--- src/rtl/async_req_arb_pkg.sv ---
// Shared types and constants for the asynchronous request arbiter.
// Channel state, default sizing and the post-reset grant hold-off.
package async_req_arb_pkg;

  typedef enum logic {
    IDLE = 1'b0,
    ACKD = 1'b1
  } chan_state_e;

  localparam int DEF_N       = 4;
  localparam int DEF_W       = 8;
  localparam int STARTUP_CNT = 2;

endpackage

--- src/rtl/sync_ff.sv ---
// Two-flop synchronizer for a W-bit bundle of independent asynchronous bits.
// Deliberately unreset so the metastability chain is never disturbed by reset.
module sync_ff #(
  parameter int W = 1
) (
  input  logic         clk,
  input  logic [W-1:0] i_d,
  output logic [W-1:0] o_q
);

  logic [W-1:0] r_meta;
  logic [W-1:0] r_sync;

  always_ff @(posedge clk) begin
    r_meta <= i_d;
    r_sync <= r_meta;
  end

  assign o_q = r_sync;

endmodule

--- src/rtl/async_req_arb.sv ---
// Round-robin arbiter for N 4-phase asynchronous requesters with bundled data,
// delivering one captured word at a time through a valid/ready output slot.
module async_req_arb
  import async_req_arb_pkg::*;
#(
  parameter  int N  = DEF_N,
  parameter  int W  = DEF_W,
  localparam int IW = $clog2(N)
) (
  input  logic                clk,
  input  logic                rst_n,
  input  logic [N-1:0]        req_async,
  input  logic [N-1:0][W-1:0] data_async,
  output logic [N-1:0]        ack,
  output logic                out_vld,
  output logic [W-1:0]        out_data,
  output logic [IW-1:0]       out_idx,
  input  logic                out_rdy
);

  logic [N-1:0]  w_reqS;
  logic [N-1:0]  w_pending;
  logic [N-1:0]  w_ackNext;
  logic [N-1:0]  r_ack;
  chan_state_e   r_state     [N];
  chan_state_e   w_stateNext [N];
  logic [IW-1:0] r_ptr;
  logic [IW-1:0] w_grantIdx;
  logic          w_grantVld;
  logic          w_slotFree;
  logic          w_startDone;
  logic [1:0]    r_startCnt;
  logic          r_outVld;
  logic [W-1:0]  r_outData;
  logic [IW-1:0] r_outIdx;

  sync_ff #(.W(N)) u_sync (
    .clk (clk),
    .i_d (req_async),
    .o_q (w_reqS)
  );

  assign w_slotFree  = !r_outVld || out_rdy;
  assign w_startDone = (r_startCnt == 2'(STARTUP_CNT));

  always_comb begin
    for (int i = 0; i < N; i++) begin
      w_pending[i] = (r_state[i] == IDLE) && w_reqS[i];
    end
  end

  // First pending channel at or after ptr, wrapping from N-1 back to 0.
  always_comb begin
    w_grantVld = 1'b0;
    w_grantIdx = '0;
    if (w_startDone && w_slotFree) begin
      for (int k = 0; k < N; k++) begin
        if (!w_grantVld && w_pending[(int'(r_ptr) + k) % N]) begin
          w_grantVld = 1'b1;
          w_grantIdx = IW'((int'(r_ptr) + k) % N);
        end
      end
    end
  end

  always_comb begin
    for (int i = 0; i < N; i++) begin
      w_stateNext[i] = r_state[i];
      w_ackNext[i]   = r_ack[i];
      if (r_state[i] == ACKD && !w_reqS[i]) begin
        w_stateNext[i] = IDLE;
        w_ackNext[i]   = 1'b0;
      end
    end
    if (w_grantVld) begin
      w_stateNext[w_grantIdx] = ACKD;
      w_ackNext[w_grantIdx]   = 1'b1;
    end
  end

  always_ff @(posedge clk or negedge rst_n) begin
    if (!rst_n) begin
      for (int i = 0; i < N; i++) begin
        r_state[i] <= IDLE;
      end
      r_ack <= '0;
    end else begin
      for (int i = 0; i < N; i++) begin
        r_state[i] <= w_stateNext[i];
      end
      r_ack <= w_ackNext;
    end
  end

  // The startup counter covers the unreset synchronizer flushing after reset.
  always_ff @(posedge clk or negedge rst_n) begin
    if (!rst_n) begin
      r_startCnt <= '0;
      r_outVld   <= 1'b0;
      r_outData  <= '0;
      r_outIdx   <= '0;
      r_ptr      <= '0;
    end else begin
      if (!w_startDone) begin
        r_startCnt <= r_startCnt + 2'd1;
      end
      if (w_grantVld) begin
        r_outVld  <= 1'b1;
        r_outData <= data_async[w_grantIdx];
        r_outIdx  <= w_grantIdx;
        r_ptr     <= (w_grantIdx == IW'(N - 1)) ? '0 : w_grantIdx + IW'(1);
      end else if (r_outVld && out_rdy) begin
        r_outVld <= 1'b0;
      end
    end
  end

  assign ack      = r_ack;
  assign out_vld  = r_outVld;
  assign out_data = r_outData;
  assign out_idx  = r_outIdx;

endmodule

--- config.mk ---
export PLATFORM = sky130hd
export DESIGN_NAME = async_req_arb
export DESIGN_NICKNAME = d
export VERILOG_FILES = /design/src/rtl/async_req_arb_pkg.sv /design/src/rtl/sync_ff.sv /design/src/rtl/async_req_arb.sv
export SDC_FILE = /design/constraint.sdc
export NUM_CORES = 1
export LEC_CHECK = 0
export CAP_MARGIN = 0
export CORE_UTILIZATION = 49
export DETAILED_ROUTE_END_ITERATION = 8
export MAX_ROUTING_LAYER = met4
export PLACE_DENSITY_LB_ADDON = 0.15
export REMOVE_ABC_BUFFERS = 1
export SLEW_MARGIN = 20
export SYNTH_ARGS = -nofsm -noshare
export SYNTH_HDL_FRONTEND = slang
export SYNTH_HIERARCHICAL = 1
export SYNTH_SLANG_ARGS = --single-unit
--- constraint.sdc ---
create_clock -name clk -period 3.8 [get_ports clk]
set_input_delay 0.38 -clock clk [delete_from_list [all_inputs] [get_ports clk]]
set_output_delay 0.38 -clock clk [all_outputs]
set_load 0.01 [all_outputs]
==> results.sh <==
export IMPL_grt_pass1_vias=1470
export IMPL_critPathMaxFanout=21
export IMPL_yosysSeqAreaShare_pct=43.8
export IMPL_cts_tree="yes"
export IMPL_synth_avg_cell_area_um2=10.1
export IMPL_met3_usage_pct=6.40
export IMPL_end_kind="flop"
export IMPL_synth_xor_area_share_pct=0.521
export IMPL_diodes=0
export IMPL_status="finished clean"
export IMPL_vias=1609
export IMPL_synth_top_family_by_area="compound AO/OA/AOI/OAI gates"
export IMPL_final_nets=259
export IMPL_skew_ps=13.6
export IMPL_tightest_slew_ps=905
export IMPL_grt_pass1_wl_um=6710
export IMPL_relSlewSlack_pct=39.6
export IMPL_rsz0062_at_grt="false"
export IMPL_ir_drop_mv=0.410
export IMPL_drt_iter0_drc=109
export IMPL_ys_warnings_count=6
export IMPL_final_fill_count=246
export IMPL_drive_gt1_share_pct=7.44
export IMPL_via_per_inst=6.21
export IMPL_hold_buffers=0
export IMPL_total_power_mw=1.58
export IMPL_syn_area_mm2=0.00168
export IMPL_power_leakage_nw=0.945
export IMPL_syn_to_final_growth_pct=34.5
export IMPL_dpl_hpwl_um=2990
export IMPL_initial_utilization_pct=53.3
export IMPL_cts_buffer_depth=2
export IMPL_dp_cells=252
export IMPL_final_area_mm2=0.00226
export IMPL_power_density_mw_per_mm2=697
export IMPL_grt_max_degree=24
export IMPL_clk_latency_ps=330
export IMPL_track_usage_pct=25.6
export IMPL_cts_htree_levels=2
export IMPL_synth_fa_ha_area_share_pct=3.72
export IMPL_ys_seq_elements=31
export IMPL_rows=20
export IMPL_post_dp_cell_area_mm2=0.00221
export IMPL_worstSetupPathType="reg -> reg"
export IMPL_io_pins=54
export IMPL_synth_compound_area_share_pct=32.2
export IMPL_hold_path_class="in -> async"
export IMPL_core_mm2=0.00315
export IMPL_io_buffers=53
export IMPL_max_freq_mhz=370
export IMPL_die_x_um=60.6
export IMPL_dieArea_mm2=0.00367
export IMPL_busiest_layer="met2"
export IMPL_hold_viol=0
export IMPL_period_minus_slack_ps=2700
export IMPL_cp_data_arrival_time_ps=2920
export IMPL_muxShareOfSynthArea_pct=0
export IMPL_grt_util_met2_pct=39.6
export IMPL_gr_total_overflow=0
export IMPL_cts_root_buf="clkbuf_4"
export IMPL_start_kind="flop"
export IMPL_required_ps=4020
export IMPL_fin_crit_sh_pct=71.1
export IMPL_drv_slew=0
export IMPL_clock_sinks=31
export IMPL_drc_errors=0
export IMPL_ant_nets=0
export IMPL_antenna_found_initial=0
export IMPL_synth_distinct_cells=35
export IMPL_clkTransAtPathRegs_ps=100
export IMPL_cts_setup_buffers=0
export IMPL_cts_resized=0
export IMPL_max_cap_violations=0
export IMPL_synth_simple_area_share_pct=12.2
export IMPL_finalNonFillerCells=259
export IMPL_wire_per_inst_um=16.9
export IMPL_tns_ps=0
export IMPL_numCtsBuffers=5
export IMPL_grt_met1_usage_pct=31.7
export IMPL_syn_inst=166
export IMPL_setup_viol=0
export IMPL_place_gp_congestion=0.913
export IMPL_wl_um=4390
export IMPL_drt_pass1_iter_count=4
export IMPL_fp_dieH_um=60.6
worst max-delay path: stages (launching register included):
cell and delay, ps:
dfrtp_1 410, nand2b_1 440, nand4_1 250, nand2_1 460, nor2_1 470, inv_1 120
ha_1 240, a22o_1 210
sequential cells by signal (all words and copies together), names as in the netlist:
register / flops
out_idx: 2
out_data: 8
r_ptr: 2
ack: 4
r_state: 4
u_sync/o_q: 4
u_sync/r_meta: 4
out_vld: 1
r_startCnt: 2
cells by family (layout without fill, tap and decap cells):
group,Yosys count,count (layout)
flip-flops,31,31
AND/OR/NAND/NOR,38,38
XOR/XNOR,1,1
buffers and inverters,30,79
AO/OA/AOI/OAI,61,61
adder cells (fa/ha/maj),5,5
routing by layer:
metal	routed length, µm	vias to the layer above
met5	0	-
met4	86	0
met3	360	13
met2	2060	89
met1	1880	769
li1	-	738
cells in the final DEF, fill, tap and decap left out, types with 2 or more instances in the layout:
cell type / count
and2_1: 2
nand2b_1: 8
ha_1: 5
a22o_1: 8
nor2b_1: 2
dfrtp_1: 23
nand2_1: 16
nor2_1: 4
dfxtp_1: 8
clkdlybuf4s50_1: 52
o221ai_1: 2
inv_1: 19
clkbuf_4: 5
a221oi_1: 8
o221a_2: 2
a2111oi_0: 22
o31ai_1: 8
synthesized netlist by cell type (all sizes together):
master   instances  area (µm²)
a2111oi         24         218
dfrtp           23         576
inv             19        71.3
nand2           16        60.1
clkbuf           9        33.8
nand2b           9        63.8
a221oi           8        70.1
a22o             8        70.1
dfxtp            8         160
o31ai            8        60.1
ha               5        62.6
nor2             4        15.0
and2             2        12.5
buf              2        22.5
nor2b            2        12.5
o221a            2        22.5
o221ai           2        17.5
a211o            1        17.5
a21o             1        7.51
a21oi            1        5.00
a22oi            1        7.51
a31oi            1        6.26
a41oi            1        8.76
and2b            1        7.51
and3             1        6.26
and3b            1        8.76
nand4            1        6.26
nor3b            1        12.5
o21ai            1        5.00
o21ba            1        10.0
o2bb2ai          1        15.0
xnor2            1        8.76
layout make-up:
class	count	area [µm²]	share of cell area [%]
Clock buffer	6	51.3	2.27
Clock inverter	1	5.00	0.221
Inverter	19	71.3	3.15
Multi-Input combinational cell	105	817	36.1
Sequential cell	31	736	32.5
Tap cell	44	55.1	2.43
Timing Repair Buffer	53	526	23.2
metrics by stage:
step	worst slack (ps)	utilization (%)	hold WS [ps]
3_5_place_dp	1100	70.1	312
3_3_place_gp	1200	70.1	310
4_1_cts	1130	71.9	334
5_1_grt	876	71.7	39.8
2_1_floorplan	1680	-	84.4
6_report	1100	71.7	6.26
worst paths after layout:
kind,start,end,slack [ps],cells after the start
max in group asynchronous,rst_n,out_data[0]$_DFFE_PN0P_,3440,1
worst max-delay path,r_state[2]$_DFF_PN0_,ack[2]$_DFF_PN0_,1100,7
worst min-delay path,rst_n,r_ptr[0]$_DFFE_PN0P_,6,1
worst max register to register,r_state[2]$_DFF_PN0_,ack[2]$_DFF_PN0_,1100,7
worst min register to register,u_sync/r_meta[3]$_DFF_P_,u_sync/o_q[3]$_DFF_P_,330,0
min in group clk,u_sync/r_meta[3]$_DFF_P_,u_sync/o_q[3]$_DFF_P_,330,0
power breakdown:
| group | switching [mW] | leakage [nW] | internal, mW |
|---|---|---|---|
| combinational | 0.446 | 0.568 | 0.403 |
| sequential | 0.0928 | 0.343 | 0.443 |
| clock | 0.107 | 0.0341 | 0.0856 |
No activity file was read; power rests on OpenSTA's default activity.
